$ cat config.mk
export PLATFORM = sky130hd
export DESIGN_NAME = mdu_issue_ctrl_flat
export DESIGN_NICKNAME = d
export VERILOG_FILES = /design/src/rtl/mdu_issue_ctrl_if.sv /design/src/rtl/mdu_issue_ctrl.sv /design/src/flat_wrapper.sv
export SDC_FILE = /design/constraint.sdc
export NUM_CORES = 1
export LEC_CHECK = 0
export ABC_AREA = 0
export CORE_AREA = 2 2 108 110
export DETAILED_ROUTE_END_ITERATION = 6
export DIE_AREA = 0 0 110 112
export PLACE_DENSITY = 0.79
export SLEW_MARGIN = 5
export SYNTH_ARGS = -nofsm -noshare
export SYNTH_HDL_FRONTEND = slang
export SYNTH_SLANG_ARGS = --single-unit
$ cat constraint.sdc
create_clock -name clk -period 2.13 [get_ports clk]
set_input_delay 0.213 -clock clk [delete_from_list [all_inputs] [get_ports clk]]
set_output_delay 0.213 -clock clk [all_outputs]
set_load 0.01 [all_outputs]
$ cat src/rtl/mdu_issue_ctrl_if.sv
`default_nettype none
// ---------------------------------------------------------------------------
// mdu_issue_ctrl_if : ID-stage request, MDU handshake and status bundle
// Revision 1.0
// ---------------------------------------------------------------------------
interface mdu_issue_ctrl_if;
  logic        id_valid;
  logic [3:0]  id_md_type;
  logic [31:0] id_rs;
  logic [31:0] id_rt;
  logic        ex_flush;
  logic        mdu_busy;
  logic        mdu_start;
  logic [3:0]  mdu_type;
  logic [31:0] mdu_rs;
  logic [31:0] mdu_rt;
  logic        stall;
  logic        proto_err;
  logic [31:0] stall_cnt;

  modport slave (
    input  id_valid, id_md_type, id_rs, id_rt, ex_flush, mdu_busy,
    output mdu_start, mdu_type, mdu_rs, mdu_rt, stall, proto_err, stall_cnt
  );

  modport master (
    output id_valid, id_md_type, id_rs, id_rt, ex_flush, mdu_busy,
    input  mdu_start, mdu_type, mdu_rs, mdu_rt, stall, proto_err, stall_cnt
  );
endinterface
`default_nettype wire

$ cat src/rtl/mdu_issue_ctrl.sv
`default_nettype none
// ---------------------------------------------------------------------------
// mdu_issue_ctrl : issues MD ops to the MDU, stalls ID, checks busy protocol
// Revision 1.0
// ---------------------------------------------------------------------------
module mdu_issue_ctrl (
  input  wire logic         clk,
  input  wire logic         reset,
  mdu_issue_ctrl_if.slave   bus
);

  typedef enum logic [1:0] {
    S_IDLE  = 2'd0,
    S_START = 2'd1,
    S_WAIT  = 2'd2,
    S_RUN   = 2'd3
  } state_t;

  localparam logic [3:0] C_EXP_MUL = 4'd5;
  localparam logic [3:0] C_EXP_DIV = 4'd10;

  state_t      state_q, state_d;
  logic        mdu_start_q, mdu_start_d;
  logic [3:0]  mdu_type_q, mdu_type_d;
  logic [31:0] mdu_rs_q, mdu_rs_d;
  logic [31:0] mdu_rt_q, mdu_rt_d;
  logic [3:0]  exp_q, exp_d;
  logic        proto_err_q, proto_err_d;
  logic [31:0] stall_cnt_q, stall_cnt_d;

  logic md_req;
  logic stall;
  logic accept;
  logic is_mfx;

  always_comb begin
    md_req = bus.id_valid && (bus.id_md_type >= 4'd1) && (bus.id_md_type <= 4'd8);
    // ex_flush deliberately does not mask stall: ID must stay frozen regardless
    stall  = md_req && ((state_q != S_IDLE) || bus.mdu_busy);
    accept = md_req && !stall && !bus.ex_flush;
    is_mfx = (bus.id_md_type == 4'd5) || (bus.id_md_type == 4'd6);

    state_d     = state_q;
    mdu_start_d = 1'b0;
    mdu_type_d  = mdu_type_q;
    mdu_rs_d    = mdu_rs_q;
    mdu_rt_d    = mdu_rt_q;
    exp_d       = exp_q;
    proto_err_d = proto_err_q;
    stall_cnt_d = stall_cnt_q;

    if (stall && (stall_cnt_q != 32'hFFFF_FFFF)) begin
      stall_cnt_d = stall_cnt_q + 32'd1;
    end

    case (state_q)
      S_IDLE: begin
        if (accept && !is_mfx) begin
          mdu_type_d  = bus.id_md_type;
          mdu_rs_d    = bus.id_rs;
          mdu_rt_d    = bus.id_rt;
          mdu_start_d = 1'b1;
          state_d     = S_START;
        end
      end
      S_START: begin
        if (mdu_type_q <= 4'd4) begin
          exp_d   = (mdu_type_q <= 4'd2) ? C_EXP_MUL : C_EXP_DIV;
          state_d = S_WAIT;
        end else begin
          state_d = S_IDLE;
        end
      end
      S_WAIT: begin
        if (bus.mdu_busy) begin
          exp_d   = exp_q - 4'd1;
          state_d = S_RUN;
        end else begin
          proto_err_d = 1'b1;
          state_d     = S_IDLE;
        end
      end
      S_RUN: begin
        if (bus.mdu_busy) begin
          if (exp_q == 4'd0) begin
            proto_err_d = 1'b1;
          end else begin
            exp_d = exp_q - 4'd1;
          end
        end else begin
          if (exp_q != 4'd0) begin
            proto_err_d = 1'b1;
          end
          state_d = S_IDLE;
        end
      end
      default: state_d = S_IDLE;
    endcase
  end

  always_ff @(posedge clk or negedge reset) begin
    if (!reset) begin
      state_q     <= S_IDLE;
      mdu_start_q <= 1'b0;
      mdu_type_q  <= 4'd0;
      mdu_rs_q    <= 32'd0;
      mdu_rt_q    <= 32'd0;
      exp_q       <= 4'd0;
      proto_err_q <= 1'b0;
      stall_cnt_q <= 32'd0;
    end else begin
      state_q     <= state_d;
      mdu_start_q <= mdu_start_d;
      mdu_type_q  <= mdu_type_d;
      mdu_rs_q    <= mdu_rs_d;
      mdu_rt_q    <= mdu_rt_d;
      exp_q       <= exp_d;
      proto_err_q <= proto_err_d;
      stall_cnt_q <= stall_cnt_d;
    end
  end

  assign bus.mdu_start = mdu_start_q;
  assign bus.mdu_type  = mdu_type_q;
  assign bus.mdu_rs    = mdu_rs_q;
  assign bus.mdu_rt    = mdu_rt_q;
  assign bus.stall     = stall;
  assign bus.proto_err = proto_err_q;
  assign bus.stall_cnt = stall_cnt_q;

endmodule
`default_nettype wire

$ cat src/flat_wrapper.sv
// flat-port wrapper written by rule: the top's interface ports become plain ports
module mdu_issue_ctrl_flat 
  (clk, reset, bus_id_valid, bus_id_md_type, bus_id_rs, bus_id_rt, bus_ex_flush, bus_mdu_busy, bus_mdu_start, bus_mdu_type, bus_mdu_rs, bus_mdu_rt, bus_stall, bus_proto_err, bus_stall_cnt);
  mdu_issue_ctrl_if bus_i ();
  input  wire logic clk;
  input  wire logic reset;
  input wire logic [$bits(bus_i.id_valid)-1:0] bus_id_valid;
  input wire logic [$bits(bus_i.id_md_type)-1:0] bus_id_md_type;
  input wire logic [$bits(bus_i.id_rs)-1:0] bus_id_rs;
  input wire logic [$bits(bus_i.id_rt)-1:0] bus_id_rt;
  input wire logic [$bits(bus_i.ex_flush)-1:0] bus_ex_flush;
  input wire logic [$bits(bus_i.mdu_busy)-1:0] bus_mdu_busy;
  output wire logic [$bits(bus_i.mdu_start)-1:0] bus_mdu_start;
  output wire logic [$bits(bus_i.mdu_type)-1:0] bus_mdu_type;
  output wire logic [$bits(bus_i.mdu_rs)-1:0] bus_mdu_rs;
  output wire logic [$bits(bus_i.mdu_rt)-1:0] bus_mdu_rt;
  output wire logic [$bits(bus_i.stall)-1:0] bus_stall;
  output wire logic [$bits(bus_i.proto_err)-1:0] bus_proto_err;
  output wire logic [$bits(bus_i.stall_cnt)-1:0] bus_stall_cnt;
  assign bus_i.id_valid = bus_id_valid;
  assign bus_i.id_md_type = bus_id_md_type;
  assign bus_i.id_rs = bus_id_rs;
  assign bus_i.id_rt = bus_id_rt;
  assign bus_i.ex_flush = bus_ex_flush;
  assign bus_i.mdu_busy = bus_mdu_busy;
  assign bus_mdu_start = bus_i.mdu_start;
  assign bus_mdu_type = bus_i.mdu_type;
  assign bus_mdu_rs = bus_i.mdu_rs;
  assign bus_mdu_rt = bus_i.mdu_rt;
  assign bus_stall = bus_i.stall;
  assign bus_proto_err = bus_i.proto_err;
  assign bus_stall_cnt = bus_i.stall_cnt;
  mdu_issue_ctrl u_core (.clk(clk), .reset(reset), .bus(bus_i));
endmodule
==> metrics.txt, run 1 <==
status finished clean; count of antenna-violating nets left after detailed routing 0; post-layout worst setup margin 0.163 ns; count of inserted antenna diode cells 0; Cell Count, Final, Fillers Out between 700 and 800; register-to-register setup slack between 0.15 and 0.2 ns; number of setup buffers added after CTS 0; path type of the worst min-delay path in -> reg; initial cell density of the core 0.437; Max-cap violations 0; chip width approximately 110 um; vias in the first global route just under 4000; Max Fclk about 510 MHz; ratio of cells with drive above 1 in the final layout 0.230; clock-pin slew of the registers on the worst-case setup and hold paths approximately 0.07 ns; slew at the pin closest to its max-slew limit 0.530 ns; buffer cell driving the clock tree root sky130_fd_sc_hd__clkbuf_16; EDFF count, synth 0; placer congestion estimate around 0.89; average routed wire per standard cell about 17 um; critical setup path kind reg -> reg; Worst Skew slightly below 0.006 ns; Synth async-reset ratio 1.00; synth warn 0; total gr overflow 0; total wire length ~12 mm; origin of the worst setup path u_core.bus.stall_cnt[7]; worst-case hold path end point u_core.bus.mdu_type[2]; global-route wire length before repair 19.7 mm; total number of vias 3598; period utilization 0.923; synthesized flop and latch total 108; chip height 112 um; clock tree from TritonCTS done; cts bufs inserted 9; peak ir drop on the vdd network around 0.00057 V; startpoint of the most critical hold path bus_id_md_type[2]; overall power of the completed layout about 8.3 mW; leakage power of the design between 3 and 4 nW; maximum fanout along the worst path 5; Syn-to-layout area delta 51.3%; final hold violation count 0; Final Max Tran Viols 0; antenna violations before repair 0; clock sink count ~110; minimum clock period after layout 1.97 ns; pre-CTS WS -0.229 ns; number of cells on the worst reg-to-reg path 6; Required @ worst endpoint between 2 and 2.5 ns; syn_area_per_cell 14.0 um^2; fill cell total of the finished layout between 800 and 900; post-synthesis net count approximately 430; pin count of the biggest net entering global routing ~50; Die ar. ~12000 um^2; launching element type of the critical path flip-flop; number of port buffers roughly 180; distinct cell type count of the synthesized netlist between 40 and 50; number of placed instances, taps included between 600 and 700; hold depth 2; dominant register cell in the synthesized netlist sky130_fd_sc_hd__dfrtp_1; post-detailed-placement half-perimeter wirelength just over 9 mm; count of boundary I/O pins between 150 and 200; worst slew margin relative to its limit 0.643; crit end category flip-flop; terminus of the critical flop-to-flop path u_core.bus.stall_cnt[29]; row count 39; standard cell core area between 10000 and 15000 um^2; Arr. time, crit path 2.19 ns; clk_lat worst skew about 0.34 ns; number of endpoints failing setup at the final stage 0; global-route usage over all layers 0.205; power density over the cells around 1100 nW/um^2; 1st-iter DRT viols approximately 150; reg2reg start u_core.bus.stall_cnt[7]; buffers from clock root to sink, at most 2; final net count roughly 630; number of instances in the synthesized netlist about 350; final routed DRC violation total 0; Avg Vias per Cell 5.10; RSZ-0062 raised after global routing false; mapped cell area 4880 um^2; number of iterations in the first detailed-routing pass 4; CTS H-Tree Depth 3; fraction of the yosys area taken by sequential cells 0.553
[cells in the mapped netlist (2+ instances only)]
| cell | count | share of area |
|---|---|---|
| sky130_fd_sc_hd__dfrtp_1 | 108 | 0.55 |
| sky130_fd_sc_hd__mux2_4 | 68 | 0.21 |
| sky130_fd_sc_hd__nand2_1 | 20 | 0.015 |
| sky130_fd_sc_hd__xor2_1 | 14 | 0.025 |
| sky130_fd_sc_hd__nand3_1 | 13 | 0.013 |
| sky130_fd_sc_hd__xnor2_1 | 13 | 0.023 |
| sky130_fd_sc_hd__nor3_1 | 12 | 0.012 |
| sky130_fd_sc_hd__nor2_1 | 10 | 0.0077 |
| sky130_fd_sc_hd__nand4_1 | 9 | 0.012 |
| sky130_fd_sc_hd__buf_6 | 8 | 0.018 |
| sky130_fd_sc_hd__a31oi_1 | 7 | 0.0090 |
| sky130_fd_sc_hd__o21ai_0 | 7 | 0.0072 |
| sky130_fd_sc_hd__inv_1 | 6 | 0.0046 |
| sky130_fd_sc_hd__a211oi_1 | 5 | 0.0077 |
| sky130_fd_sc_hd__a21oi_1 | 4 | 0.0041 |
| sky130_fd_sc_hd__and3_1 | 4 | 0.0051 |
| sky130_fd_sc_hd__ha_1 | 3 | 0.0077 |
| sky130_fd_sc_hd__nand4b_1 | 3 | 0.0054 |
| sky130_fd_sc_hd__or3_1 | 3 | 0.0038 |
| sky130_fd_sc_hd__a21o_1 | 2 | 0.0031 |
| sky130_fd_sc_hd__and3_2 | 2 | 0.0031 |
| sky130_fd_sc_hd__and4_1 | 2 | 0.0036 |
| sky130_fd_sc_hd__clkbuf_1 | 2 | 0.0015 |
| sky130_fd_sc_hd__nor4_1 | 2 | 0.0026 |
[layer usage]
metal,share of wire,GRT usage,vias to the layer above
met5,0,0,-
met2,0.52,0.355,126
met1,0.39,0.248,1777
li1,-,-,1678
met4,0.016,0.0709,0
met3,0.074,0.0463,17
[through the flow]
stage | cell area [um^2] | util | TNS, ns | hold WS (ns)
after floorplan | 4880 | - | 0 | -0.0826
after global placement | 7010 | 0.628 | -12.38 | 0.188
after detailed placement | 7010 | 0.628 | -17.16 | 0.187
after CTS | 7370 | 0.660 | 0 | 0.368
after global routing | 7390 | 0.661 | 0 | 0.244
final | 7390 | 0.661 | 0 | 0.236
[worst max-delay path by stage]
stage	endpoint	slack [ns]	cells after the start
after floorplan	u_core.bus.stall_cnt[12]	0.17	7
after global placement	bus_stall	-0.21	7
after detailed placement	u_core.bus.mdu_rt[13]	-0.23	7
after CTS	bus_stall	0.01	6
after global routing	u_core.bus.stall_cnt[8]	0.02	7
final	u_core.bus.stall_cnt[29]	0.16	6
[cell usage in the layout (no fill, tap or decap), types with 9 or more instances in the layout]
master and instances:
sky130_fd_sc_hd__clkdlybuf4s50_1 169, sky130_fd_sc_hd__dfrtp_1 108, sky130_fd_sc_hd__mux2_4 68, sky130_fd_sc_hd__buf_4 28, sky130_fd_sc_hd__nand2_1 20, sky130_fd_sc_hd__xor2_1 14
sky130_fd_sc_hd__nand3_1 13, sky130_fd_sc_hd__xnor2_1 13, sky130_fd_sc_hd__nor3_1 12, sky130_fd_sc_hd__nor2_1 10, sky130_fd_sc_hd__nand4_1 9, sky130_fd_sc_hd__clkbuf_16 9
[registers in the layout (all words and copies together), names as in the netlist]
register / flops
u_core.bus.mdu_rs: 32
u_core.bus.mdu_rt: 32
u_core.bus.stall_cnt: 32
u_core.bus.mdu_type: 4
u_core.exp_q: 4
u_core.state_q: 2
u_core.bus.mdu_start: 1
u_core.bus.proto_err: 1
[power breakdown]
group	internal (mW)	total [mW]	switching, mW
Clock	1.18	1.91	0.729
Combinational	2.09	3.15	1.06
Sequential	2.74	3.22	0.488
Total	6.00	8.28	2.28
[cell type report]
type                    instances  area [um^2]  area share
flip-flops and latches        108         2700       0.366
multi-input cells             224         2080       0.281
repair buffers                208         2060       0.279
clock buffers                  10          239      0.0323
well taps                     143          179      0.0242
clock inverters                 6          111      0.0151
inverters                       6         22.5     0.00305
[logic make-up after synthesis]
kind of cell / share of synthesized area
buffers and inverters: 0.0261
AND/OR/NAND/NOR: 0.105
adder cells (fa/ha/maj): 0.00769
multiplexers: 0.209
AO/OA/AOI/OAI: 0.0505
flip-flops: 0.553
XOR/XNOR: 0.0484
[what timing repair did]
action,CTS,global route
endpoints found under the hold margin,29,0
hold buffers,1,0
endpoints found under the setup margin,1,29
pin swaps,1,0
gates resized for setup,3,4
[critical path, cell delays in order (launching register included)]
cell	delay (ns)
sky130_fd_sc_hd__dfrtp_1	0.43
sky130_fd_sc_hd__nand4_1	0.19
sky130_fd_sc_hd__or3_1	0.46
sky130_fd_sc_hd__a311oi_4	0.31
sky130_fd_sc_hd__buf_4	0.19
sky130_fd_sc_hd__nand4_1	0.12
sky130_fd_sc_hd__xnor2_1	0.15
(Power assumes the default switching activity.)
==> run 2: changes to the inputs <==
--- a/config.mk
+++ b/config.mk
@@ -6,6 +6,7 @@
 export NUM_CORES = 1
 export LEC_CHECK = 0
 export ABC_AREA = 0
+export CAP_MARGIN = 10
 export CORE_AREA = 2 2 108 110
 export DETAILED_ROUTE_END_ITERATION = 6
 export DIE_AREA = 0 0 110 112
==> results of run 2 <==
Same layout as run 1: the final DEF is identical, and so are final timing and power.
==> run 3: changes to the inputs <==
--- a/config.mk
+++ b/config.mk
@@ -8,6 +8,7 @@
 export ABC_AREA = 0
 export CAP_MARGIN = 10
 export CORE_AREA = 2 2 108 110
+export CTS_CLUSTER_SIZE = 12
 export DETAILED_ROUTE_END_ITERATION = 6
 export DIE_AREA = 0 0 110 112
 export PLACE_DENSITY = 0.79
==> results of run 3 <==
Same layout as run 1: the final DEF is identical, and so are final timing and power.
